$ cat src/rtl/exmem_reg_pkg.sv
// Shared types for the EX/MEM pipeline register: datapath words, register
// selects and the latched stage record.
package exmem_reg_pkg;

   localparam int WORD_W = 32;
   localparam int REG_W  = 5;

   typedef logic [WORD_W-1:0] word_t;
   typedef logic [REG_W-1:0]  regbits_t;

   // Bit 0 is the read request and bit 1 the write request, so the state
   // register doubles as the registered dcache request lines.
   typedef enum logic [1:0] {
      REQ_IDLE  = 2'b00,
      REQ_READ  = 2'b01,
      REQ_WRITE = 2'b10,
      REQ_BOTH  = 2'b11
   } req_state_t;

   typedef struct packed {
      word_t    pcplus4;
      word_t    aluout;
      word_t    rdat2;
      regbits_t wsel;
      logic     mem_to_reg;
      logic     reg_wen;
      logic     jal;
      logic     halt;
   } exmem_stage_t;

   localparam exmem_stage_t STAGE_BUBBLE = '0;

   function automatic req_state_t req_from_bits(input logic ren, input logic wen);
      return req_state_t'({wen, ren});
   endfunction

endpackage

$ cat src/rtl/exmem_reg_if.sv
// Bundle of every EX/MEM register signal except clock and reset; the exmem
// side is the register itself, the tb side drives it.
interface exmem_reg_if;
   import exmem_reg_pkg::*;

   logic     ihit;
   logic     dhit;
   logic     flush;

   word_t    pcplus4_in;
   word_t    aluout_in;
   word_t    rdat2_in;
   regbits_t wsel_in;
   word_t    dmemload_in;
   logic     MemToReg_in;
   logic     regWEN_in;
   logic     JAL_in;
   logic     Halt_in;
   logic     dMemREN_in;
   logic     dMemWEN_in;

   word_t    pcplus4_out;
   word_t    aluout_out;
   word_t    rdat2_out;
   regbits_t wsel_out;
   word_t    dload_out;
   logic     MemToReg_out;
   logic     regWEN_out;
   logic     JAL_out;
   logic     Halt_out;
   logic     dMemREN_out;
   logic     dMemWEN_out;
   logic     mem_busy;

   modport exmem (
      input  ihit, dhit, flush,
      input  pcplus4_in, aluout_in, rdat2_in, wsel_in, dmemload_in,
      input  MemToReg_in, regWEN_in, JAL_in, Halt_in, dMemREN_in, dMemWEN_in,
      output pcplus4_out, aluout_out, rdat2_out, wsel_out, dload_out,
      output MemToReg_out, regWEN_out, JAL_out, Halt_out,
      output dMemREN_out, dMemWEN_out, mem_busy
   );

   modport tb (
      output ihit, dhit, flush,
      output pcplus4_in, aluout_in, rdat2_in, wsel_in, dmemload_in,
      output MemToReg_in, regWEN_in, JAL_in, Halt_in, dMemREN_in, dMemWEN_in,
      input  pcplus4_out, aluout_out, rdat2_out, wsel_out, dload_out,
      input  MemToReg_out, regWEN_out, JAL_out, Halt_out,
      input  dMemREN_out, dMemWEN_out, mem_busy
   );

endinterface

$ cat src/rtl/exmem_reg_dmem_req_tracker.sv
// Data-memory request tracker: issues the dcache request on advance, drops it
// on dhit and holds the returned load data until the pipeline moves on.
module exmem_reg_dmem_req_tracker
   import exmem_reg_pkg::*;
(
   input  logic  clk,
   input  logic  rst,
   input  logic  advance,
   input  logic  flush,
   input  logic  ren_in,
   input  logic  wen_in,
   input  logic  dhit,
   input  word_t dmemload_in,
   output logic  dmem_ren,
   output logic  dmem_wen,
   output word_t dload,
   output logic  mem_busy
);

   req_state_t state_reg;
   req_state_t state_next;
   word_t      dload_reg;
   word_t      dload_next;
   logic       pending;
   logic       is_read;

   assign pending = (state_reg != REQ_IDLE);
   assign is_read = (state_reg == REQ_READ) || (state_reg == REQ_BOTH);

   always_comb begin
      state_next = state_reg;
      dload_next = dload_reg;
      if (advance) begin
         state_next = flush ? REQ_IDLE : req_from_bits(ren_in, wen_in);
         dload_next = '0;
      end else if (dhit && pending) begin
         // Completed request is retired so it is never reissued during the ihit wait.
         state_next = REQ_IDLE;
         if (is_read) begin
            dload_next = dmemload_in;
         end
      end
   end

   always_ff @(posedge clk or posedge rst) begin
      if (rst) begin
         state_reg <= REQ_IDLE;
         dload_reg <= '0;
      end else begin
         state_reg <= state_next;
         dload_reg <= dload_next;
      end
   end

   assign dmem_ren = is_read;
   assign dmem_wen = (state_reg == REQ_WRITE) || (state_reg == REQ_BOTH);
   assign dload    = dload_reg;
   assign mem_busy = pending & ~dhit;

endmodule

$ cat src/rtl/exmem_reg.sv
// EX/MEM pipeline register with sticky halt, bubble insertion on flush and a
// dedicated dcache request tracker.
module exmem_reg
   import exmem_reg_pkg::*;
(
   input logic        CLK,
   input logic        RST,
   exmem_reg_if.exmem bus
);

   exmem_stage_t stage_reg;
   exmem_stage_t stage_next;
   exmem_stage_t stage_in;
   logic         advance;
   logic         mem_busy;
   logic         dmem_ren;
   logic         dmem_wen;
   word_t        dload;

   assign stage_in = '{
      pcplus4:    bus.pcplus4_in,
      aluout:     bus.aluout_in,
      rdat2:      bus.rdat2_in,
      wsel:       bus.wsel_in,
      mem_to_reg: bus.MemToReg_in,
      reg_wen:    bus.regWEN_in,
      jal:        bus.JAL_in,
      halt:       bus.Halt_in
   };

   // A latched halt blocks every further advance until reset.
   assign advance = bus.ihit & ~mem_busy & ~stage_reg.halt;

   always_comb begin
      stage_next = stage_reg;
      if (advance) begin
         stage_next = bus.flush ? STAGE_BUBBLE : stage_in;
      end
   end

   always_ff @(posedge CLK or posedge RST) begin
      if (RST) begin
         stage_reg <= STAGE_BUBBLE;
      end else begin
         stage_reg <= stage_next;
      end
   end

   exmem_reg_dmem_req_tracker dmem_req_tracker (
      .clk         (CLK),
      .rst         (RST),
      .advance     (advance),
      .flush       (bus.flush),
      .ren_in      (bus.dMemREN_in),
      .wen_in      (bus.dMemWEN_in),
      .dhit        (bus.dhit),
      .dmemload_in (bus.dmemload_in),
      .dmem_ren    (dmem_ren),
      .dmem_wen    (dmem_wen),
      .dload       (dload),
      .mem_busy    (mem_busy)
   );

   assign bus.pcplus4_out  = stage_reg.pcplus4;
   assign bus.aluout_out   = stage_reg.aluout;
   assign bus.rdat2_out    = stage_reg.rdat2;
   assign bus.wsel_out     = stage_reg.wsel;
   assign bus.MemToReg_out = stage_reg.mem_to_reg;
   assign bus.regWEN_out   = stage_reg.reg_wen;
   assign bus.JAL_out      = stage_reg.jal;
   assign bus.Halt_out     = stage_reg.halt;
   assign bus.dMemREN_out  = dmem_ren;
   assign bus.dMemWEN_out  = dmem_wen;
   assign bus.dload_out    = dload;
   assign bus.mem_busy     = mem_busy;

endmodule

$ cat src/flat_wrapper.sv
// flat-port wrapper written by rule: the top's interface ports become plain ports
module exmem_reg_flat import exmem_reg_pkg::*;
  (CLK, RST, bus_ihit, bus_dhit, bus_flush, bus_pcplus4_in, bus_aluout_in, bus_rdat2_in, bus_wsel_in, bus_dmemload_in, bus_MemToReg_in, bus_regWEN_in, bus_JAL_in, bus_Halt_in, bus_dMemREN_in, bus_dMemWEN_in, bus_pcplus4_out, bus_aluout_out, bus_rdat2_out, bus_wsel_out, bus_dload_out, bus_MemToReg_out, bus_regWEN_out, bus_JAL_out, bus_Halt_out, bus_dMemREN_out, bus_dMemWEN_out, bus_mem_busy);
  exmem_reg_if bus_i ();
  input logic CLK;
  input logic RST;
  input wire logic [$bits(bus_i.ihit)-1:0] bus_ihit;
  input wire logic [$bits(bus_i.dhit)-1:0] bus_dhit;
  input wire logic [$bits(bus_i.flush)-1:0] bus_flush;
  input wire logic [$bits(bus_i.pcplus4_in)-1:0] bus_pcplus4_in;
  input wire logic [$bits(bus_i.aluout_in)-1:0] bus_aluout_in;
  input wire logic [$bits(bus_i.rdat2_in)-1:0] bus_rdat2_in;
  input wire logic [$bits(bus_i.wsel_in)-1:0] bus_wsel_in;
  input wire logic [$bits(bus_i.dmemload_in)-1:0] bus_dmemload_in;
  input wire logic [$bits(bus_i.MemToReg_in)-1:0] bus_MemToReg_in;
  input wire logic [$bits(bus_i.regWEN_in)-1:0] bus_regWEN_in;
  input wire logic [$bits(bus_i.JAL_in)-1:0] bus_JAL_in;
  input wire logic [$bits(bus_i.Halt_in)-1:0] bus_Halt_in;
  input wire logic [$bits(bus_i.dMemREN_in)-1:0] bus_dMemREN_in;
  input wire logic [$bits(bus_i.dMemWEN_in)-1:0] bus_dMemWEN_in;
  output wire logic [$bits(bus_i.pcplus4_out)-1:0] bus_pcplus4_out;
  output wire logic [$bits(bus_i.aluout_out)-1:0] bus_aluout_out;
  output wire logic [$bits(bus_i.rdat2_out)-1:0] bus_rdat2_out;
  output wire logic [$bits(bus_i.wsel_out)-1:0] bus_wsel_out;
  output wire logic [$bits(bus_i.dload_out)-1:0] bus_dload_out;
  output wire logic [$bits(bus_i.MemToReg_out)-1:0] bus_MemToReg_out;
  output wire logic [$bits(bus_i.regWEN_out)-1:0] bus_regWEN_out;
  output wire logic [$bits(bus_i.JAL_out)-1:0] bus_JAL_out;
  output wire logic [$bits(bus_i.Halt_out)-1:0] bus_Halt_out;
  output wire logic [$bits(bus_i.dMemREN_out)-1:0] bus_dMemREN_out;
  output wire logic [$bits(bus_i.dMemWEN_out)-1:0] bus_dMemWEN_out;
  output wire logic [$bits(bus_i.mem_busy)-1:0] bus_mem_busy;
  assign bus_i.ihit = bus_ihit;
  assign bus_i.dhit = bus_dhit;
  assign bus_i.flush = bus_flush;
  assign bus_i.pcplus4_in = bus_pcplus4_in;
  assign bus_i.aluout_in = bus_aluout_in;
  assign bus_i.rdat2_in = bus_rdat2_in;
  assign bus_i.wsel_in = bus_wsel_in;
  assign bus_i.dmemload_in = bus_dmemload_in;
  assign bus_i.MemToReg_in = bus_MemToReg_in;
  assign bus_i.regWEN_in = bus_regWEN_in;
  assign bus_i.JAL_in = bus_JAL_in;
  assign bus_i.Halt_in = bus_Halt_in;
  assign bus_i.dMemREN_in = bus_dMemREN_in;
  assign bus_i.dMemWEN_in = bus_dMemWEN_in;
  assign bus_pcplus4_out = bus_i.pcplus4_out;
  assign bus_aluout_out = bus_i.aluout_out;
  assign bus_rdat2_out = bus_i.rdat2_out;
  assign bus_wsel_out = bus_i.wsel_out;
  assign bus_dload_out = bus_i.dload_out;
  assign bus_MemToReg_out = bus_i.MemToReg_out;
  assign bus_regWEN_out = bus_i.regWEN_out;
  assign bus_JAL_out = bus_i.JAL_out;
  assign bus_Halt_out = bus_i.Halt_out;
  assign bus_dMemREN_out = bus_i.dMemREN_out;
  assign bus_dMemWEN_out = bus_i.dMemWEN_out;
  assign bus_mem_busy = bus_i.mem_busy;
  exmem_reg u_core (.CLK(CLK), .RST(RST), .bus(bus_i));
endmodule
$ cat config.mk
export PLATFORM = sky130hd
export DESIGN_NAME = exmem_reg_flat
export DESIGN_NICKNAME = d
export VERILOG_FILES = /design/src/rtl/exmem_reg_pkg.sv /design/src/rtl/exmem_reg_if.sv /design/src/rtl/exmem_reg_dmem_req_tracker.sv /design/src/rtl/exmem_reg.sv /design/src/flat_wrapper.sv
export SDC_FILE = /design/constraint.sdc
export NUM_CORES = 1
export LEC_CHECK = 0
export ABC_AREA = 0
export CORE_UTILIZATION = 35
export CTS_CLUSTER_DIAMETER = 30
export CTS_CLUSTER_SIZE = 40
export DETAILED_ROUTE_END_ITERATION = 8
export DONT_BUFFER_PORTS = 1
export PLACE_DENSITY = 0.55
export SYNTH_ARGS = -nofsm -noshare
export SYNTH_HDL_FRONTEND = slang
export SYNTH_HIERARCHICAL = 1
export SYNTH_SLANG_ARGS = --single-unit
export TNS_END_PERCENT = 20
$ cat constraint.sdc
create_clock -name CLK -period 4.15 [get_ports CLK]
set_input_delay 0.6225 -clock CLK [delete_from_list [all_inputs] [get_ports CLK]]
set_output_delay 0.6225 -clock CLK [all_outputs]
set_load 0.05 [all_outputs]
# Word-level counts from Yosys, hierarchy flattened
# Index checks and enable logic that the tools add are counted.
# word_totals
in_bits	144
elab_cells	33
out_inout_bits	140
register_bits	139
# op_classes
bitwise	6
n_reduce_logical	7
eq_ne	3
muxes	7
# ops
cell	count
$mux 105	1
$mux 32	3
$mux 2	3
$reduce_bool 2->1	3
$eq 2x2->1 const B	2
$and 1x1->1	3
$not 1->1	3
$eq 2x1->1 const B	1
$logic_or 1x1->1	2
$reduce_and 2->1	1
$logic_and 1x1->1	1

# Depth between registers and ports, before layout
# depth
ltp_word	7
depth_mapped	10
depth_no_buf	5

# Cells and area by module
# Netlist, hierarchy kept.
# by_module_without_submodules
module	seq_area_each_um2	cells_each	area_each_um2	n_inst
exmem_reg	2627.5	339	4619.4	1
exmem_reg_dmem_req_tracker	850.8	158	1662.8	1

# Worst setup path after synthesis
# Ideal clock, no wire load.
# synth_timing
path_kind	in2reg
from	in bus_dhit
to	reg u_core.dmem_req_tracker.state_reg[0]
path_slack_ns	1.382
path_stages	9
setup_time_ns	0.118
t_arrival_ns	2.650
path_buffers	5
t_required_ns	4.032
cell_sequence	buf_4 -> buf_4 -> nor2_1 -> nor3b_2 -> buf_4 -> buf_6 -> buf_2 -> nor2b_1 -> a21o_1
# synth_via
elab_chain_cells	6
elab_cells_between_ends	8
cone_classes	mux (1); bitwise (5); reduce/logical (2)
# synth_rtl
element	line_no	text
start, declared	flat_wrapper.sv:8	input wire logic [$bits(bus_i.dhit)-1:0] bus_dhit;
$not 1->1 (*)	exmem_reg_dmem_req_tracker.sv:58	assign mem_busy = pending & ~dhit;
$and 1x1->1 (*)	exmem_reg_dmem_req_tracker.sv:58	
net bus_mem_busy	flat_wrapper.sv:32	output wire logic [$bits(bus_i.mem_busy)-1:0] bus_mem_busy;
$not 1->1 (*)	exmem_reg.sv:32	assign advance = bus.ihit & ~mem_busy & ~stage_reg.halt;
$and 1x1->1 (*) (2 in series)	exmem_reg.sv:32	
net u_core.advance	exmem_reg.sv:14	logic advance;
$mux 2 or $reduce_bool 2->1 (tied branches)	--	
end signal, assigned	exmem_reg_dmem_req_tracker.sv:50	state_reg <= state_next;
end, declared	exmem_reg_dmem_req_tracker.sv:20	req_state_t state_reg;
# Mark *: on every way through the listed nets, which the timed path passes. The rest lies on a longest branch.
# A chain may end at the register's enable or synchronous reset.

# Worst setup path in the final report
# layout_timing
from	reg u_core.dmem_req_tracker.state_reg[1]
to	out bus_mem_busy
# layout_via
elab_chain_cells	2
# layout_rtl
element	line_no	text
$reduce_bool 2->1	exmem_reg_dmem_req_tracker.sv:27	assign pending = (state_reg != REQ_IDLE);
$and 1x1->1	exmem_reg_dmem_req_tracker.sv:58	
end, declared	flat_wrapper.sv:32	
# Every way passes these cells.

==> results.sh <==
export IMPL_status="finished, final reports clean"
export IMPL_cts_sinks=139
export IMPL_path_clk_slew_ps=60
export IMPL_grt_max_degree=108
export IMPL_drive_gt1_share_pct=34.7
export IMPL_fin_crit_sh_pct=56.5
export IMPL_clock_path_buffers=2
export IMPL_dp_hpwl_um=9410
export IMPL_yosysWarnings=6
export IMPL_htree_levels=4
export IMPL_overflow=0
export IMPL_p_leak_uw=0.00312
export IMPL_final_core_util_pct=40.3
export IMPL_relSlewSlack_pct=49.6
export IMPL_syn_nets=641
export IMPL_cp_max_fo=3
export IMPL_setup_viol_count_final=0
export IMPL_portBuffers=0
export IMPL_whs_ps=64.9
export IMPL_peakVddDrop_mv=0.399
export IMPL_synth_area_leader_cell="dfrtp_1"
export IMPL_fin_skew_ps=6.43
export IMPL_synth_area_leaders="dfrtp_1 55%, mux2_2 19%, nor2b_1 10%"
export IMPL_cts_setup_buffers=0
export IMPL_crit_arrival_ps=1720
export IMPL_gp_congestion=0.722
export IMPL_post_cts_resized=0
export IMPL_clk_latency_ps=410
export IMPL_vias=3624
export IMPL_grt_use_total_pct=15.0
export IMPL_viasPerCell=5.04
export IMPL_critPathSlowestCell="dfrtp_1"
export IMPL_die_x_um=136
export IMPL_nets=625
export IMPL_ff_latch_area_um2=3480
export IMPL_fmax_mhz=427
export IMPL_start_kind="flip-flop"
export IMPL_internal_power_uw=3210
export IMPL_holdBufCountCts=0
export IMPL_coreArea_um2=17400
export IMPL_synth_top_area_share_pct=55.4
export IMPL_initial_core_util_pct=36.1
export IMPL_grt_pass1_vias=3842
export IMPL_p_sw_share_pct=45.3
export IMPL_slowest_delay_ps=650
export IMPL_clkPwrFrac_pct=28.0
export IMPL_hold_class="primary input to asynchronous set/reset pin"
export IMPL_rsz0062_at_grt="no"
export IMPL_avgSynthCellArea_um2=12.6
export IMPL_power_frac_comb_pct=9.2
export IMPL_ys_seq_area_share_pct=55.4
export IMPL_synth_area_um2=6280
export IMPL_drtAntennaViolNets=0
export IMPL_antenna_found_initial=1
export IMPL_layout_min_cycle_time_ps=2340
export IMPL_power_density_nw_per_um2=835
export IMPL_first_iter_violations=143
export IMPL_synth_cells=497
export IMPL_cts_made_buffers=17
export IMPL_crit_top_cell="nor2_1"
export IMPL_drv_slew=0
export IMPL_path_cells="nor2_1 -> nor2_1 -> buf_4"
export IMPL_power_switching_uw=2650
export IMPL_wl_per_cell_um=19.4
export IMPL_synth_ff_type="dfrtp_1"
export IMPL_tns_ps=0
export IMPL_nFillCells=1652
export IMPL_synth_edf_count=0
export IMPL_share_seq_of_total_power_pct=62.8
export IMPL_wirelength_um=14000
export IMPL_worst_pin_slew_ps=755
export IMPL_dieHeight_um=136
export IMPL_cp_required_ps=3530
export IMPL_multi_input_comb_area_um2=2540
export IMPL_max_cap_violations=0
export IMPL_finalHoldViolations=0
export IMPL_drc_errors=0
export IMPL_area_growth_pct=11.8
export IMPL_endpoint_kind="output port"
export IMPL_yosysUniqueCellTypes=18
export IMPL_critPathKind="flip-flop to output port"
export IMPL_async_reset_ff_share_pct=100
export IMPL_clockRootBuffer="clkbuf_16"
export IMPL_cts_tree="done"
export IMPL_ios=284
export IMPL_grt_pass1_wl_um=20800
export IMPL_die_area_um2=18500
export IMPL_firstDrtPassIters=4
export IMPL_rows=48
export IMPL_ys_ff_latch=139
==> per-stage QoR <==
step	power, µW	setup slack [ps]	std cells	instance area [µm²]
floorplan	4090	767	497	6280
global placement	4240	1980	687	6380
detailed placement	4270	1950	687	6380
CTS	5940	1760	718	7020
global route	6100	1710	719	7020
finish	5870	1810	719	7020
==> power groups by stage <==
stage	logic [µW]	clock network, µW	registers, µW
6_report	541	1640	3680
5_1_grt	609	1750	3740
4_1_cts	552	1690	3700
3_5_place_dp	555	0	3720
3_3_place_gp	515	0	3720
2_1_floorplan	509	0	3580
==> path summary, 6_finish.rpt <==
path                                                 startpoint                                   end  slack, ps  depth (start not counted)
hold / removal                                              RST              u_core/bus.rdat2_out[14]         60                          1
hold reg to reg                       u_core/bus.pcplus4_out[6]             u_core/bus.pcplus4_out[6]        900                          1
setup / recovery           u_core/dmem_req_tracker/state_reg[1]                          bus_mem_busy       1810                          3
min in group CLK                                 bus_dMemWEN_in  u_core/dmem_req_tracker/state_reg[1]        330                          1
setup reg to reg           u_core/dmem_req_tracker/state_reg[1]             u_core/bus.aluout_out[29]       1930                          5
max in group asynchronous                                   RST             u_core/bus.pcplus4_out[3]       3230                          2
==> layout make-up <==
type                            count  share of cell area [%]
Antenna cell                        1                  0.0356
Multi-Input combinational cell    314                    36.2
Timing Repair Buffer                7                   0.926
Clock inverter                     10                    2.33
Sequential cell                   139                    49.5
Inverter                            2                   0.143
Clock buffer                       21                    6.84
Tap cell                          225                    4.01
==> worst max-delay path: cells and delay by family, from the launching register on <==
kind	cells	cell delay [ps]
buffers and inverters	1	270
flip-flops	1	650
AND/OR/NAND/NOR	2	380
==> Yosys cell counts (2+ instances only) <==
master	number
mux2_2	104
a21bo_1	7
inv_1	2
nor3b_1	2
nand3_1	32
buf_4	8
dfrtp_1	139
a21oi_1	32
buf_2	17
nor2b_1	105
nor2_1	2
a21bo_2	25
clkbuf_1	10
a21o_1	2
buf_6	7
==> placed cells by master (no fill, tap or decap), types with 2 or more instances in the layout <==
master / Yosys / layout
a21o_1: 2 / 2
nor3b_1: 2 / 2
clkbuf_8: 0 / 4
nor2_1: 2 / 2
a21oi_1: 32 / 32
a21bo_1: 7 / 7
nand3_1: 32 / 32
bufinv_16: 0 / 4
dfrtp_1: 139 / 138
clkinv_2: 0 / 2
nor2b_1: 105 / 105
buf_4: 8 / 6
a21bo_2: 25 / 25
clkinv_4: 0 / 3
mux2_2: 104 / 104
clkbuf_16: 0 / 17
==> kinds of logic (layout without fill, tap and decap cells) <==
logic type             count (synthesis)  after routing  share of synthesized area, %
DFF                                  139            139                          55.4
other                                  0              1                             0
AOI/OAI and AO/OA                     66             66                          7.89
and+or+nand+nor                      144            144                          13.8
muxes                                104            104                          18.6
buffers and inverters                 44             40                          4.28
==> metal layers <==
metal	wire length, µm	track usage, %	vias to the layer above
met5	0	0	-
met1	5280	16.6	1781
li1	-	-	1655
met3	1370	6.08	19
met2	7070	25.6	169
met4	225	5.86	0
Note: power is estimated with default switching activity, not from simulation.
